===== src/rtl/mem_access_ctrl_pkg.sv =====
// Shared definitions for the data-memory initiator and data_ram: op encodings,
// FSM state constants and the RAM control constants.
package mem_access_ctrl_pkg;

    localparam logic [2:0] MEM_OP_LB  = 3'd0;
    localparam logic [2:0] MEM_OP_LBU = 3'd1;
    localparam logic [2:0] MEM_OP_LH  = 3'd2;
    localparam logic [2:0] MEM_OP_LHU = 3'd3;
    localparam logic [2:0] MEM_OP_LW  = 3'd4;
    localparam logic [2:0] MEM_OP_SB  = 3'd5;
    localparam logic [2:0] MEM_OP_SH  = 3'd6;
    localparam logic [2:0] MEM_OP_SW  = 3'd7;

    localparam logic [1:0] ST_IDLE  = 2'd0;
    localparam logic [1:0] ST_ISSUE = 2'd1;
    localparam logic [1:0] ST_WAIT  = 2'd2;
    localparam logic [1:0] ST_RESP  = 2'd3;

    localparam logic        CHIP_ENABLE   = 1'b1;
    localparam logic        CHIP_DISABLE  = 1'b0;
    localparam logic        WRITE_ENABLE  = 1'b1;
    localparam logic        WRITE_DISABLE = 1'b0;
    localparam logic [31:0] ZERO_WORD     = 32'h0000_0000;

    // Latched request payload; the address is kept separately because its width is a parameter.
    typedef struct packed {
        logic [2:0]  op;
        logic [31:0] wdata;
    } req_meta_t;

    function automatic logic op_is_store(input logic [2:0] op);
        return op >= MEM_OP_SB;
    endfunction

endpackage


===== src/rtl/mem_access_ctrl_if.sv =====
// Request/response channel from the MEM stage plus the byte-lane RAM port.
// master = pipeline/RAM side, slave = mem_access_ctrl.
interface mem_access_ctrl_if #(parameter int ADDR_W = 32);
    logic              req_valid;
    logic              req_ready;
    logic [2:0]        req_op;
    logic [ADDR_W-1:0] req_addr;
    logic [31:0]       req_wdata;
    logic              resp_valid;
    logic              resp_err;
    logic [31:0]       resp_rdata;
    logic              mem_ce_o;
    logic              mem_we_o;
    logic [ADDR_W-1:0] mem_addr_o;
    logic [3:0]        mem_sel_o;
    logic [31:0]       mem_data_o;
    logic [31:0]       mem_data_i;

    modport master (
        output req_valid, req_op, req_addr, req_wdata, mem_data_i,
        input  req_ready, resp_valid, resp_err, resp_rdata,
        input  mem_ce_o, mem_we_o, mem_addr_o, mem_sel_o, mem_data_o
    );

    modport slave (
        input  req_valid, req_op, req_addr, req_wdata, mem_data_i,
        output req_ready, resp_valid, resp_err, resp_rdata,
        output mem_ce_o, mem_we_o, mem_addr_o, mem_sel_o, mem_data_o
    );
endinterface


===== src/rtl/mem_lane_fmt.sv =====
// Big-endian byte-lane formatter: lane enables, store replication, load extension, alignment check.
// Latency: combinational.
// Backpressure: none, pure function of its inputs.
module mem_lane_fmt
    import mem_access_ctrl_pkg::*;
(
    input  logic [2:0]  op,
    input  logic [1:0]  off,
    input  logic [31:0] wdata,
    input  logic [31:0] rdata,
    output logic [3:0]  sel,
    output logic [31:0] wdata_rep,
    output logic [31:0] rdata_ext,
    output logic        misaligned
);
    logic [7:0]  byte_v;
    logic [15:0] half_v;
    logic [3:0]  sel_b;
    logic [3:0]  sel_h;

    always_comb begin
        byte_v = rdata[31:24];
        case (off)
            2'd1:    byte_v = rdata[23:16];
            2'd2:    byte_v = rdata[15:8];
            2'd3:    byte_v = rdata[7:0];
            default: byte_v = rdata[31:24];
        endcase
        half_v = off[1] ? rdata[15:0] : rdata[31:16];
        sel_b  = 4'b1000 >> off;
        sel_h  = off[1] ? 4'b0011 : 4'b1100;
    end

    always_comb begin
        sel        = 4'b1111;
        wdata_rep  = wdata;
        rdata_ext  = ZERO_WORD;
        misaligned = 1'b0;
        case (op)
            MEM_OP_LB:  begin sel = sel_b; rdata_ext = {{24{byte_v[7]}}, byte_v}; end
            MEM_OP_LBU: begin sel = sel_b; rdata_ext = {24'h0, byte_v}; end
            MEM_OP_LH:  begin sel = sel_h; misaligned = off[0]; rdata_ext = {{16{half_v[15]}}, half_v}; end
            MEM_OP_LHU: begin sel = sel_h; misaligned = off[0]; rdata_ext = {16'h0, half_v}; end
            MEM_OP_LW:  begin misaligned = (off != 2'd0); rdata_ext = rdata; end
            MEM_OP_SB:  begin sel = sel_b; wdata_rep = {4{wdata[7:0]}}; end
            MEM_OP_SH:  begin sel = sel_h; misaligned = off[0]; wdata_rep = {2{wdata[15:0]}}; end
            MEM_OP_SW:  begin misaligned = (off != 2'd0); end
            default:    begin sel = 4'b1111; end
        endcase
    end
endmodule


===== src/rtl/mem_access_ctrl.sv =====
// MEM-stage data-memory initiator: one load/store in flight, misaligned accesses answered with an error.
// Latency: accept to resp_valid = 2 cycles for stores/errors, 2+RD_LAT for loads.
// Backpressure: req_ready is high only in IDLE; the pipeline stalls for the whole access.
module mem_access_ctrl
    import mem_access_ctrl_pkg::*;
#(
    parameter int RD_LAT = 1,
    parameter int ADDR_W = 32
) (
    input  logic             clk,
    input  logic             rst,
    mem_access_ctrl_if.slave bus
);
    localparam logic [2:0] LAT_INIT = (RD_LAT > 0) ? 3'(RD_LAT - 1) : 3'd0;

    logic [1:0]        state;
    req_meta_t         req_q;
    logic [ADDR_W-1:0] addr_q;
    logic [2:0]        cnt;
    logic [31:0]       rdata_q;
    logic              err_q;

    logic [3:0]  sel;
    logic [31:0] wdata_rep;
    logic [31:0] rdata_ext;
    logic        misaligned;
    logic        is_store;

    mem_lane_fmt u_fmt (
        .op         (req_q.op),
        .off        (addr_q[1:0]),
        .wdata      (req_q.wdata),
        .rdata      (bus.mem_data_i),
        .sel        (sel),
        .wdata_rep  (wdata_rep),
        .rdata_ext  (rdata_ext),
        .misaligned (misaligned)
    );

    assign is_store = op_is_store(req_q.op);

    always_ff @(posedge clk) begin
        if (rst) begin
            state   <= ST_IDLE;
            req_q   <= '0;
            addr_q  <= '0;
            cnt     <= 3'd0;
            rdata_q <= ZERO_WORD;
            err_q   <= 1'b0;
        end else begin
            case (state)
                ST_IDLE: begin
                    if (bus.req_valid) begin
                        req_q.op    <= bus.req_op;
                        req_q.wdata <= bus.req_wdata;
                        addr_q      <= bus.req_addr;
                        state       <= ST_ISSUE;
                    end
                end
                ST_ISSUE: begin
                    if (misaligned || is_store) begin
                        err_q   <= misaligned;
                        rdata_q <= ZERO_WORD;
                        state   <= ST_RESP;
                    end else if (RD_LAT == 0) begin
                        err_q   <= 1'b0;
                        rdata_q <= rdata_ext;
                        state   <= ST_RESP;
                    end else begin
                        cnt   <= LAT_INIT;
                        state <= ST_WAIT;
                    end
                end
                ST_WAIT: begin
                    if (cnt == 3'd0) begin
                        err_q   <= 1'b0;
                        rdata_q <= rdata_ext;
                        state   <= ST_RESP;
                    end else begin
                        cnt <= cnt - 3'd1;
                    end
                end
                default: state <= ST_IDLE;
            endcase
        end
    end

    // RAM port is a pure decode of state so it drops to zero the cycle reset is taken.
    always_comb begin
        bus.mem_ce_o   = CHIP_DISABLE;
        bus.mem_we_o   = WRITE_DISABLE;
        bus.mem_addr_o = '0;
        bus.mem_sel_o  = 4'b0000;
        bus.mem_data_o = ZERO_WORD;
        if ((state == ST_ISSUE && !misaligned) || state == ST_WAIT) begin
            bus.mem_ce_o   = CHIP_ENABLE;
            bus.mem_addr_o = {addr_q[ADDR_W-1:2], 2'b00};
            bus.mem_sel_o  = sel;
        end
        if (state == ST_ISSUE && !misaligned) begin
            bus.mem_we_o   = is_store ? WRITE_ENABLE : WRITE_DISABLE;
            bus.mem_data_o = wdata_rep;
        end
    end

    assign bus.req_ready  = (state == ST_IDLE);
    assign bus.resp_valid = (state == ST_RESP);
    assign bus.resp_err   = err_q;
    assign bus.resp_rdata = rdata_q;
endmodule


===== src/flat_wrapper.sv =====
// flat-port wrapper written by rule: the top's interface ports become plain ports
module mem_access_ctrl_flat import mem_access_ctrl_pkg::*;
#(
    parameter int RD_LAT = 1,
    parameter int ADDR_W = 32
)
  (clk, rst, bus_req_valid, bus_req_op, bus_req_addr, bus_req_wdata, bus_mem_data_i, bus_req_ready, bus_resp_valid, bus_resp_err, bus_resp_rdata, bus_mem_ce_o, bus_mem_we_o, bus_mem_addr_o, bus_mem_sel_o, bus_mem_data_o);
  mem_access_ctrl_if #(.ADDR_W(ADDR_W)) bus_i ();
  input  logic clk;
  input  logic rst;
  input wire logic [$bits(bus_i.req_valid)-1:0] bus_req_valid;
  input wire logic [$bits(bus_i.req_op)-1:0] bus_req_op;
  input wire logic [$bits(bus_i.req_addr)-1:0] bus_req_addr;
  input wire logic [$bits(bus_i.req_wdata)-1:0] bus_req_wdata;
  input wire logic [$bits(bus_i.mem_data_i)-1:0] bus_mem_data_i;
  output wire logic [$bits(bus_i.req_ready)-1:0] bus_req_ready;
  output wire logic [$bits(bus_i.resp_valid)-1:0] bus_resp_valid;
  output wire logic [$bits(bus_i.resp_err)-1:0] bus_resp_err;
  output wire logic [$bits(bus_i.resp_rdata)-1:0] bus_resp_rdata;
  output wire logic [$bits(bus_i.mem_ce_o)-1:0] bus_mem_ce_o;
  output wire logic [$bits(bus_i.mem_we_o)-1:0] bus_mem_we_o;
  output wire logic [$bits(bus_i.mem_addr_o)-1:0] bus_mem_addr_o;
  output wire logic [$bits(bus_i.mem_sel_o)-1:0] bus_mem_sel_o;
  output wire logic [$bits(bus_i.mem_data_o)-1:0] bus_mem_data_o;
  assign bus_i.req_valid = bus_req_valid;
  assign bus_i.req_op = bus_req_op;
  assign bus_i.req_addr = bus_req_addr;
  assign bus_i.req_wdata = bus_req_wdata;
  assign bus_i.mem_data_i = bus_mem_data_i;
  assign bus_req_ready = bus_i.req_ready;
  assign bus_resp_valid = bus_i.resp_valid;
  assign bus_resp_err = bus_i.resp_err;
  assign bus_resp_rdata = bus_i.resp_rdata;
  assign bus_mem_ce_o = bus_i.mem_ce_o;
  assign bus_mem_we_o = bus_i.mem_we_o;
  assign bus_mem_addr_o = bus_i.mem_addr_o;
  assign bus_mem_sel_o = bus_i.mem_sel_o;
  assign bus_mem_data_o = bus_i.mem_data_o;
  mem_access_ctrl #(.RD_LAT(RD_LAT), .ADDR_W(ADDR_W)) u_core (.clk(clk), .rst(rst), .bus(bus_i));
endmodule

===== config.mk =====
export PLATFORM = sky130hd
export DESIGN_NAME = mem_access_ctrl_flat
export DESIGN_NICKNAME = d
export VERILOG_FILES = /design/src/rtl/mem_access_ctrl_pkg.sv /design/src/rtl/mem_access_ctrl_if.sv /design/src/rtl/mem_lane_fmt.sv /design/src/rtl/mem_access_ctrl.sv /design/src/flat_wrapper.sv
export SDC_FILE = /design/constraint.sdc
export NUM_CORES = 1
export LEC_CHECK = 0
export CAP_MARGIN = 20
export CORE_MARGIN = 10
export CORE_UTILIZATION = 30
export CTS_CLUSTER_DIAMETER = 120
export CTS_CLUSTER_SIZE = 25
export DETAILED_ROUTE_END_ITERATION = 16
export PLACE_DENSITY = 0.69
export SETUP_SLACK_MARGIN = 0.1
export SYNTH_ARGS = -nofsm -noshare
export SYNTH_HDL_FRONTEND = slang
export SYNTH_SLANG_ARGS = --single-unit

===== constraint.sdc =====
create_clock -name clk -period 3.3 [get_ports clk]
set_input_delay 0.33 -clock clk [delete_from_list [all_inputs] [get_ports clk]]
set_output_delay 0.33 -clock clk [all_outputs]
set_load 0.02 [all_outputs]

==> flow_summary.toml <==
[run_status]
status = "finished, final reports clean"

[timing]
setup_viol = 0
slew_violations = 0
fmax_ghz = 0.3286
tightest_slew_ns = 0.9240
skew_ns = 0.01003
slew_headroom_pct = 37.93
timing.final.crit_share_pct = 92.21
setup_tns_ns = 0
rsz0062_at_grt = "yes"
post-route-min-period_ns = 3.043
hold_viol_final = 0

[detailed_routing]
drc = 0
wire_per_inst_um = 18.17
via_count = 5167
drt_iter0_drc = 299
dr.pass1.iters = 6
vias_per_cell = 5.041
wl_um = 18630
route.antenna.remaining_nets = 0

[synth]
async_reset_ff_share_pct = 0
synth_compound_area_share_pct = 25.60
synthMuxAreaShare_pct = 4.448
synth_edf_count = 0
synth_top_family_by_area = "compound AO/OA/AOI/OAI gates"
yosysSeqAreaShare_pct = 40.84
synth_xor_area_share_pct = 0
synth-simple-area-share_pct = 21.51
synth_flop_cell = "dfxtp_1"
synth_fa_ha_area_share_pct = 1.458
postSynthCellCount = 620
netlist_area_um2 = 5147
ys_warn_count = 0
ys_types = 55
ys_ff_latch = 105
avgSynthCellArea_um2 = 8.302

[power]
swShare_pct = 40.56
clock_power_share_pct = 20.6
power_frac_comb_pct = 46.8
fin_total_pwr_w = 0.005149
power.density_nw_per_um2 = 672.1
internal_power_w = 0.003061
max-vdd-ir-drop_uv = 369.3
power_frac_seq_pct = 32.6
power_switching_w = 0.002089
p_leak_nw = 2.875

[flow_run]
cap_viol_max_count = 0

[placement]
port_buffers = 204
gp_congestion = 0.8055
hpwl_um = 13500
dpl_cell_area_um2 = 7341
place_inst = 1007

[floorplanning]
fp.dieH_um = 151.0
rows = 47
dieArea_um2 = 22800
initial_core_util_pct = 30.82
ioPinCount = 207
die_w_um = 151.0
core_um2 = 16700

[setup_path]
critPathBufInv = 2
arrival_ns = 2.71
critPathKind = "register to primary output"
path_cells = "inv_1 -> ha_1 -> a21boi_2 -> nand3_2 -> a211oi_1 -> clkdlybuf4s50_1"
cp_top_family = "buffers and inverters"
critPathMaxStageDelay_ns = 0.69
startpoint_type = "register"
crit_path_top_delay_cell = "clkdlybuf4s50_1"
cp_max_fo = 10
crit_required_ns = 2.97
cp-end-kind = "primary output"

[clock_network]
cts_buffer_depth = 2
cts_buffers = 9
post-cts-setup-buffer-count = 0
clk_pin_slew_ns = 0.08
cts-htree-levels = 3
cts_tree = "built"
root_buffer = "clkbuf_16"
clock_latency_ns = 0.35
postCtsHoldBufs = 0
clock-sinks = 105

[cells_and_area]
fin_nets = 907
area_growth_syn_to_layout_pct = 48.83
final_util_pct = 45.87
drive_gt1_share_pct = 7.836
finalInstanceArea_um2 = 7661
fin_cells = 1025

[grt]
grt_pass1_wl_um = 28810
overflow = 0
grt_max_degree = 55
grt_usage_pct = 15.94
antenna_found_initial = 1
grt_pass1_vias = 5117

[min_path]
min_path_type = "primary input to register"
[power groups by stage]
stage	clock network, W	registers [W]	logic [W]
3_5_place_dp	0	0.00170	0.00240
6_report	0.00106	0.00168	0.00241
4_1_cts	0.00110	0.00168	0.00244
3_3_place_gp	0	0.00170	0.00237
5_1_grt	0.00115	0.00171	0.00265
2_1_floorplan	0	0.00174	0.00145
[per-layer routing]
metal  global-route usage (%)  wire length [um]  part of all wire, %
met1                    19.22              7780                   42
met2                    25.44              8399                   45
met3                    6.951              2215                   12
met4                    4.090               233                  1.3
met5                        0                 0                    0
[placed cells by master, fill, tap and decap left out, drive strengths merged, types with 2 or more instances in the layout]
master and instances:
a21boi 2, a21oi 81, a221oi 8, a222oi 8
a22oi 16, a311o 2, a31oi 4, and2 9
and2b 3, buf 18, clkbuf 10, clkdlybuf4s50 203
clkinv 2, clkinvlp 2, conb 2, dfxtp 105
ha 6, inv 12, mux2 10, mux2i 9
nand2 147, nand2b 7, nand3 4, nand4 2
nor2 20, nor2b 31, nor4b 2, o211a 14
o21ai 4, o22ai 9, o2bb2ai 32, o31ai 2
[registers in the layout (all words and copies together) (netlist names)]
name                   cells
u_core.cnt                 3
u_core.state               2
u_core.bus.resp_err        1
u_core.addr_q             32
u_core.bus.resp_rdata     32
u_core.req_q              35
[cell usage after synthesis, drive strengths merged (6+ instances only)]
master / count / area (um2)
mux2i: 9 / 90.09
and2: 9 / 56.30
a21oi: 81 / 416.7
inv: 10 / 37.54
a221oi: 8 / 70.07
o211a: 14 / 140.1
nand2b: 7 / 43.79
nand2: 147 / 551.8
nor2b: 31 / 193.9
o22ai: 9 / 56.30
nor2: 20 / 75.07
o2bb2ai: 32 / 280.3
mux2: 10 / 112.6
dfxtp: 105 / 2102
clkbuf: 22 / 82.58
buf: 33 / 192.7
ha: 6 / 75.07
a22oi: 16 / 120.1
a222oi: 8 / 80.08
[layout make-up]
class,count,area (um2)
multi-input combinational,452,2775
tap,220,275.3
sequential,105,2103
clock inverter,6,51.30
timing repair buffer,221,2177
fill,1699,9040
inverter,10,37.54
clock buffer,10,239.0
antenna,1,2.502
[logic make-up (layout without fill, tap and decap cells)]
family                     count (synthesis)  after routing
AOI/OAI and AO/OA                        188            189
adders and majority gates                  6              6
buffers and inverters                     65            247
DFF                                      105            105
muxes                                     20             20
other                                      1              3
and+or+nand+nor                          235            235
[through the flow]
| stage | setup slack (ns) | hold slack (ns) |
|---|---|---|
| 4_1_cts | 0.1221 | 0.4427 |
| 3_5_place_dp | 0.2944 | 0.4401 |
| 2_1_floorplan | 1.231 | 0.4188 |
| 3_3_place_gp | 0.3951 | 0.4347 |
| 6_report | 0.2571 | 0.4507 |
| 5_1_grt | 0.03858 | 0.4755 |
[timing repair]
| action | in CTS | in global routing |
|---|---|---|
| endpoints found under the setup margin | 60 | 31 |
| pin swaps | 1 | 0 |
| resized for setup | 5 | 2 |
| cloned | 1 | 0 |
[final timing paths]
kind,slack (ns),endpoint,cells past startpoint,startpoint
hold reg to reg,0.45,u_core.cnt[0],1,u_core.cnt[0]
setup / recovery,0.26,bus_mem_data_o[30],6,u_core.state[1]
setup reg to reg,1.36,u_core.bus.resp_rdata[8],5,u_core.addr_q[0]
hold / removal,0.45,u_core.addr_q[11],2,rst
Note: power is estimated with default switching activity, not from simulation.
